File: src/rtl/next_block_queue_pkg.sv
// Shared tetris definitions: colour width, block-type codes and the fetch FSM encoding.
package next_block_queue_pkg;

  localparam int unsigned TETRIS_COLORS_WIDTH = 3;

  localparam logic [TETRIS_COLORS_WIDTH-1:0] BLOCK_I = 3'd1;
  localparam logic [TETRIS_COLORS_WIDTH-1:0] BLOCK_J = 3'd2;
  localparam logic [TETRIS_COLORS_WIDTH-1:0] BLOCK_L = 3'd3;
  localparam logic [TETRIS_COLORS_WIDTH-1:0] BLOCK_O = 3'd4;
  localparam logic [TETRIS_COLORS_WIDTH-1:0] BLOCK_S = 3'd5;
  localparam logic [TETRIS_COLORS_WIDTH-1:0] BLOCK_T = 3'd6;
  localparam logic [TETRIS_COLORS_WIDTH-1:0] BLOCK_Z = 3'd7;
  localparam int unsigned BLOCKS_CNT = 7;

  typedef enum logic [1:0] {StIdle, StPulse, StWait, StCapture} fetch_state_e;

  typedef struct packed {
    logic [TETRIS_COLORS_WIDTH-1:0] color;
    logic [1:0]                     rotation;
  } block_t;

  localparam int unsigned BlockW = $bits(block_t);

endpackage

File: src/rtl/next_block_queue_if.sv
// Generator and game-logic signals of the next-block queue; slave is the queue itself.
interface next_block_queue_if #(
  parameter int unsigned QUEUE_DEPTH = 2
);
  import next_block_queue_pkg::*;

  localparam int unsigned CountW = $clog2(QUEUE_DEPTH + 1);

  logic                           gen_en_o;
  logic [TETRIS_COLORS_WIDTH-1:0] gen_color_i;
  logic [1:0]                     gen_rotation_i;
  logic                           pop_i;
  logic                           valid_o;
  logic [TETRIS_COLORS_WIDTH-1:0] head_color_o;
  logic [1:0]                     head_rotation_o;
  logic [TETRIS_COLORS_WIDTH-1:0] preview_color_o;
  logic [CountW-1:0]              count_o;
  logic                           err_o;

  modport slave (
    output gen_en_o,
    input  gen_color_i,
    input  gen_rotation_i,
    input  pop_i,
    output valid_o,
    output head_color_o,
    output head_rotation_o,
    output preview_color_o,
    output count_o,
    output err_o
  );

  modport master (
    input  gen_en_o,
    output gen_color_i,
    output gen_rotation_i,
    output pop_i,
    input  valid_o,
    input  head_color_o,
    input  head_rotation_o,
    input  preview_color_o,
    input  count_o,
    input  err_o
  );

endinterface

File: src/rtl/block_ring_buf.sv
// Circular buffer with head and head+1 read ports; pops on empty and pushes on full are dropped.
module block_ring_buf #(
  parameter int unsigned Depth = 2,
  parameter int unsigned Width = 5
) (
  input  logic                         clk_i,
  input  logic                         rst_n_i,
  input  logic                         push_i,
  input  logic [Width-1:0]             data_i,
  input  logic                         pop_i,
  output logic [Width-1:0]             head_o,
  output logic [Width-1:0]             next_o,
  output logic [$clog2(Depth+1)-1:0]   count_o
);

  localparam int unsigned PtrW   = $clog2(Depth);
  localparam int unsigned CountW = $clog2(Depth + 1);

  logic [Width-1:0]  mem_q [Depth];
  logic [PtrW-1:0]   rd_q, wr_q;
  logic [CountW-1:0] count_q;
  logic              do_push, do_pop;

  function automatic logic [PtrW-1:0] ptr_inc(input logic [PtrW-1:0] p);
    return (p == PtrW'(Depth - 1)) ? '0 : p + PtrW'(1);
  endfunction

  assign do_pop  = pop_i && (count_q != '0);
  assign do_push = push_i && (count_q != CountW'(Depth));

  always_ff @(posedge clk_i) begin
    if (!rst_n_i) begin
      rd_q    <= '0;
      wr_q    <= '0;
      count_q <= '0;
      for (int i = 0; i < int'(Depth); i++) mem_q[i] <= '0;
    end else begin
      if (do_push) begin
        mem_q[wr_q] <= data_i;
        wr_q        <= ptr_inc(wr_q);
      end
      if (do_pop) rd_q <= ptr_inc(rd_q);
      count_q <= count_q + CountW'(do_push) - CountW'(do_pop);
    end
  end

  assign head_o  = (count_q != '0) ? mem_q[rd_q] : '0;
  assign next_o  = (count_q >= CountW'(2)) ? mem_q[ptr_inc(rd_q)] : '0;
  assign count_o = count_q;

endmodule

File: src/rtl/next_block_queue.sv
// Prefetches upcoming blocks from a fixed-latency generator into a small ring for the game logic.
module next_block_queue
  import next_block_queue_pkg::*;
#(
  parameter int unsigned QUEUE_DEPTH = 2,
  parameter int unsigned GEN_LATENCY = 3
) (
  input logic               clk_i,
  input logic               rst_n_i,
  next_block_queue_if.slave bus
);

  localparam int unsigned CountW = $clog2(QUEUE_DEPTH + 1);
  localparam int unsigned WaitW  = $clog2(GEN_LATENCY + 1);

  fetch_state_e      state_q;
  logic [WaitW-1:0]  wait_q;
  logic              gen_en_q;
  logic              err_q;
  logic              push;
  logic [CountW-1:0] count;
  block_t            wr_blk, head_blk, next_blk;

  assign wr_blk.color    = bus.gen_color_i;
  assign wr_blk.rotation = bus.gen_rotation_i;
  // Colour 0 is never a real block, so it is dropped rather than queued.
  assign push = (state_q == StCapture) && (bus.gen_color_i != '0);

  always_ff @(posedge clk_i) begin
    if (!rst_n_i) begin
      state_q  <= StIdle;
      wait_q   <= '0;
      gen_en_q <= 1'b0;
      err_q    <= 1'b0;
    end else begin
      gen_en_q <= 1'b0;
      unique case (state_q)
        StIdle: begin
          if (count < CountW'(QUEUE_DEPTH)) begin
            state_q  <= StPulse;
            gen_en_q <= 1'b1;
          end
        end
        StPulse: begin
          wait_q  <= WaitW'(GEN_LATENCY - 1);
          state_q <= StWait;
        end
        StWait: begin
          if (wait_q == '0) state_q <= StCapture;
          else              wait_q  <= wait_q - WaitW'(1);
        end
        StCapture: begin
          if (bus.gen_color_i == '0) err_q <= 1'b1;
          state_q <= StIdle;
        end
      endcase
    end
  end

  block_ring_buf #(
    .Depth (QUEUE_DEPTH),
    .Width (BlockW)
  ) u_ring (
    .clk_i   (clk_i),
    .rst_n_i (rst_n_i),
    .push_i  (push),
    .data_i  (wr_blk),
    .pop_i   (bus.pop_i),
    .head_o  (head_blk),
    .next_o  (next_blk),
    .count_o (count)
  );

  assign bus.gen_en_o        = gen_en_q;
  assign bus.err_o           = err_q;
  assign bus.count_o         = count;
  assign bus.valid_o         = (count != '0);
  assign bus.head_color_o    = head_blk.color;
  assign bus.head_rotation_o = head_blk.rotation;
  assign bus.preview_color_o = next_blk.color;

endmodule

File: src/flat_wrapper.sv
// flat-port wrapper written by rule: the top's interface ports become plain ports
module next_block_queue_flat import next_block_queue_pkg::*;
#(
  parameter int unsigned QUEUE_DEPTH = 2,
  parameter int unsigned GEN_LATENCY = 3
)
  (clk_i, rst_n_i, bus_gen_en_o, bus_gen_color_i, bus_gen_rotation_i, bus_pop_i, bus_valid_o, bus_head_color_o, bus_head_rotation_o, bus_preview_color_o, bus_count_o, bus_err_o);
  next_block_queue_if #(.QUEUE_DEPTH(QUEUE_DEPTH)) bus_i ();
  input logic clk_i;
  input logic rst_n_i;
  output wire logic [$bits(bus_i.gen_en_o)-1:0] bus_gen_en_o;
  input wire logic [$bits(bus_i.gen_color_i)-1:0] bus_gen_color_i;
  input wire logic [$bits(bus_i.gen_rotation_i)-1:0] bus_gen_rotation_i;
  input wire logic [$bits(bus_i.pop_i)-1:0] bus_pop_i;
  output wire logic [$bits(bus_i.valid_o)-1:0] bus_valid_o;
  output wire logic [$bits(bus_i.head_color_o)-1:0] bus_head_color_o;
  output wire logic [$bits(bus_i.head_rotation_o)-1:0] bus_head_rotation_o;
  output wire logic [$bits(bus_i.preview_color_o)-1:0] bus_preview_color_o;
  output wire logic [$bits(bus_i.count_o)-1:0] bus_count_o;
  output wire logic [$bits(bus_i.err_o)-1:0] bus_err_o;
  assign bus_gen_en_o = bus_i.gen_en_o;
  assign bus_i.gen_color_i = bus_gen_color_i;
  assign bus_i.gen_rotation_i = bus_gen_rotation_i;
  assign bus_i.pop_i = bus_pop_i;
  assign bus_valid_o = bus_i.valid_o;
  assign bus_head_color_o = bus_i.head_color_o;
  assign bus_head_rotation_o = bus_i.head_rotation_o;
  assign bus_preview_color_o = bus_i.preview_color_o;
  assign bus_count_o = bus_i.count_o;
  assign bus_err_o = bus_i.err_o;
  next_block_queue #(.QUEUE_DEPTH(QUEUE_DEPTH), .GEN_LATENCY(GEN_LATENCY)) u_core (.clk_i(clk_i), .rst_n_i(rst_n_i), .bus(bus_i));
endmodule
File: config.mk
export PLATFORM = sky130hd
export DESIGN_NAME = next_block_queue_flat
export DESIGN_NICKNAME = d
export VERILOG_FILES = /design/src/rtl/next_block_queue_pkg.sv /design/src/rtl/next_block_queue_if.sv /design/src/rtl/block_ring_buf.sv /design/src/rtl/next_block_queue.sv /design/src/flat_wrapper.sv
export SDC_FILE = /design/constraint.sdc
export NUM_CORES = 1
export LEC_CHECK = 0
export CORE_MARGIN = 4
export CORE_UTILIZATION = 54
export DETAILED_ROUTE_END_ITERATION = 8
export GPL_ROUTABILITY_DRIVEN = 0
export GPL_TIMING_DRIVEN = 0
export PLACE_DENSITY = 0.91
export SLEW_MARGIN = 10
export SYNTH_ARGS = -nofsm -noshare
export SYNTH_HDL_FRONTEND = slang
export SYNTH_SLANG_ARGS = --single-unit
export TNS_END_PERCENT = 100
File: constraint.sdc
create_clock -name clk_i -period 2.97 [get_ports clk_i]
set_clock_uncertainty 0.05 [all_clocks]
set_input_delay 0.594 -clock clk_i [delete_from_list [all_inputs] [get_ports clk_i]]
set_output_delay 0.594 -clock clk_i [all_outputs]
set_load 0.005 [all_outputs]
==> flow_summary.ini <==
[drt]
post_drt_wl_per_cell_um = 12.63
viasPerCell = 4.943
detail_route.drc_violations = 0
total_wire_length_um = 1995
final_antenna_net_count = 0
dr_total_vias = 781
detailedRoute.firstPassIterationCount = 4
dr.first_iter.drc_count = 19

[timing]
rsz0062_at_grt = no
timing_worst_slew_pin_value_ps = 750.8
min_period_over_period_pct = 79.27
setup_viol = 0
max_freq_ghz = 0.4248
finalCriticalPeriod_ps = 2354
slew_violations = 0
post-route-worst-setup-slack_ps = 615.8
hold_violations = 0
fin_tns_setup_ps = 0
worst_slew_margin_rel_pct = 49.42

[grt]
grt_antenna_before_repair = 0
global_route.usage.total_pct = 17.07
grt_pass1_vias = 758
overflow = 0
grt_pass1_wl_um = 3394
largest_net_degree_at_the_start_of_global_routing = 12

[synthesis]
yosys.area.top_type_share_pct = 27.21
syn_inst_count = 107
synth_seq_area_share_pct = 47.17
synth-edff-count = 10
synth.area.mux_share_pct = 9.070
postSynthAreaPerCell_um2 = 10.31
synth-xor-area-share_pct = 2.381
netlist_area_before_placement_mm2 = 0.001104
synth-simple-area-share_pct = 18.37
ys_warn_count = 0
synth-seq-cells = 21
synth.lib_cells_used.distinct = 30
synth_area_leaders = sky130_fd_sc_hd__edfxtp_1, sky130_fd_sc_hd__dfxtp_1, sky130_fd_sc_hd__mux2i_1, sky130_fd_sc_hd__ha_1, sky130_fd_sc_hd__and2_1
async_reset_ff_share_pct = 0
largest_family_of_logic_cells_by_synthesized_area = simple AND/OR/NAND/NOR gates
synth-main-ff-cell = sky130_fd_sc_hd__dfxtp_1
synth_largest_area_cell = sky130_fd_sc_hd__edfxtp_1
synth-compound-area-share_pct = 9.637
yosys.area_share.adder_pct = 7.937
mappedNetlistNets = 122

[critical_path]
critical_path_arrival_ps = 1710
worst_path_max_delay_cell = sky130_fd_sc_hd__dfxtp_1
startpoint_type_of_the_worst_setup_path = flip-flop
family_of_cells_with_the_greatest_summed_delay_on_the_critical_path = flip-flops
worst-path-max-fanout = 9
critical_path_sink_type = output pin
crit_path_max_incr_delay_ps = 560
timing.setup.critical_path_class = reg2out
cp_data_required_time_ps = 2330
path_common_cell = sky130_fd_sc_hd__nor2_1
path_cells = nor2_1 -> nor2_1 -> clkdlybuf4s50_1
worstPathBufferInverterCount = 1

[placed_design]
post-place-ws_ps = 420.3
dpl.hpwl_um = 1579
numPlacedInstances = 154
io_buffers = 20

[clock_network]
root_buffer = sky130_fd_sc_hd__clkbuf_4
path_clk_slew_ps = 110
number_of_buffers_added_for_setup_after_cts = 0
clock_path_buffers = 2
worst_skew_pair.late_latency_ps = 300
cts_inserted_buffers = 3
tritoncts_num_sinks = 21
clock_tree_from_tritoncts = yes
cts_htree_levels = 1
cts-hold-fix-buffers = 0
cts_resized = 0

[floorplanning]
chipHeight_um = 53.21
start_util_pct = 56.83
die_width_um = 53.21
boundaryPins = 21
die-area_mm2 = 0.002831
fp.coreArea_mm2 = 0.001942
placementRows = 16

[finish]
area_delta_synth_final_pct = 23.58
diodes = 0
total_nets_final = 147
layout-drive-gt1-share_pct = 5.344
end_of_flow_core_utilization_pct = 70.23
post_layout_nonfiller_instances = 158

[power]
static_leakage_nw = 0.5389
cellPowerDensity_mw_per_mm2 = 678.7
vdd_drop_max_mv = 0.4828

[outcome]
run_status = completed

[flow_run]
maxCapViolations = 0

[hold_path]
hold_path_class = reg2reg
cell type report:
cell class	count	area [µm²]
well taps	27	33.78
clock buffers	4	26.28
plain buffers	3	11.26
inverters	13	48.80
flip-flops and latches	21	520.5
fillers	141	578.1
repair buffers	20	200.2
multi-input cells	70	523.0
final timing paths:
check,cells after the start,slack (ps),endpoint,start
setup / recovery,3,620,bus_head_rotation_o[1],u_core.u_ring.count_o[1]
hold / removal,1,470,u_core.wait_q[1],u_core.wait_q[1]
setup reg to reg,5,930,u_core.u_ring.mem_q[0][2],u_core.state_q[0]
hold reg to reg,1,470,u_core.wait_q[1],u_core.wait_q[1]
worst reg2reg max path, stage by stage (launching register included):
cell and delay, ps:
sky130_fd_sc_hd__dfxtp_1 390, sky130_fd_sc_hd__ha_1 250, sky130_fd_sc_hd__o31ai_4 130, sky130_fd_sc_hd__a21oi_4 210, sky130_fd_sc_hd__inv_1 50, sky130_fd_sc_hd__o21ai_0 600
cells in the mapped netlist (2+ instances only):
cell type	count
sky130_fd_sc_hd__and2_1	10
sky130_fd_sc_hd__clkbuf_1	3
sky130_fd_sc_hd__dfxtp_1	11
sky130_fd_sc_hd__edfxtp_1	10
sky130_fd_sc_hd__ha_1	7
sky130_fd_sc_hd__inv_1	12
sky130_fd_sc_hd__mux2i_1	10
sky130_fd_sc_hd__nand2_1	5
sky130_fd_sc_hd__nor2_1	14
sky130_fd_sc_hd__nor2b_1	4
sky130_fd_sc_hd__xnor2_1	2
cell families after synthesis:
family                   after synthesis
AO/OA/AOI/OAI                         11
XOR/XNOR                               3
adder cells (fa/ha/maj)                7
buffers and inverters                 16
flip-flops                            21
multiplexers                          10
AND/OR/NAND/NOR                       39
where the power goes:
part           total [W]  leakage, nW  switching (W)  internal [W]
clock           0.000136       0.0150      0.0000831     0.0000525
combinational   0.000378        0.330       0.000173      0.000205
sequential      0.000412        0.194      0.0000493      0.000363
total           0.000926        0.539       0.000305      0.000620
sequential cells by signal, indices dropped and copies added (netlist names), named ones only:
register / flops
u_core.u_ring.wr_q: 1
u_core.bus.gen_en_o: 1
u_core.u_ring.count_o: 2
u_core.bus.err_o: 1
u_core.state_q: 2
u_core.u_ring.rd_q: 1
u_core.wait_q: 2
u_core.u_ring.mem_q: 10
layer usage:
layer	part of all wire, %	global-route usage [%]
met1	45	20.53
met2	49	28.98
met3	3.9	3.380
met4	1.7	7.660
met5	0	0
stage by stage:
| stage | total power (W) | hold slack (ps) | cell area [µm²] |
|---|---|---|---|
| after detailed placement | 0.0007996 | 446.4 | 1338 |
| after global routing | 0.001002 | 505.0 | 1364 |
| final | 0.0009256 | 471.5 | 1364 |
| after floorplan | 0.0006447 | 434.0 | 1104 |
| after global placement | 0.0007756 | 439.0 | 1338 |
| after CTS | 0.0009331 | 475.0 | 1364 |
layout by cell type, fill, tap and decap left out, types with 2 or more instances in the layout:
cell                              instances
sky130_fd_sc_hd__clkbuf_4                 3
sky130_fd_sc_hd__dfxtp_1                 11
sky130_fd_sc_hd__clkdlybuf4s50_1         20
sky130_fd_sc_hd__mux2i_1                 10
sky130_fd_sc_hd__ha_1                     7
sky130_fd_sc_hd__nor2b_1                  4
sky130_fd_sc_hd__nor2_1                  14
sky130_fd_sc_hd__edfxtp_1                10
sky130_fd_sc_hd__and2_1                  10
sky130_fd_sc_hd__nand2_1                  5
sky130_fd_sc_hd__clkbuf_1                 4
sky130_fd_sc_hd__inv_1                   12
sky130_fd_sc_hd__xnor2_1                  2
(Power assumes the default switching activity.)
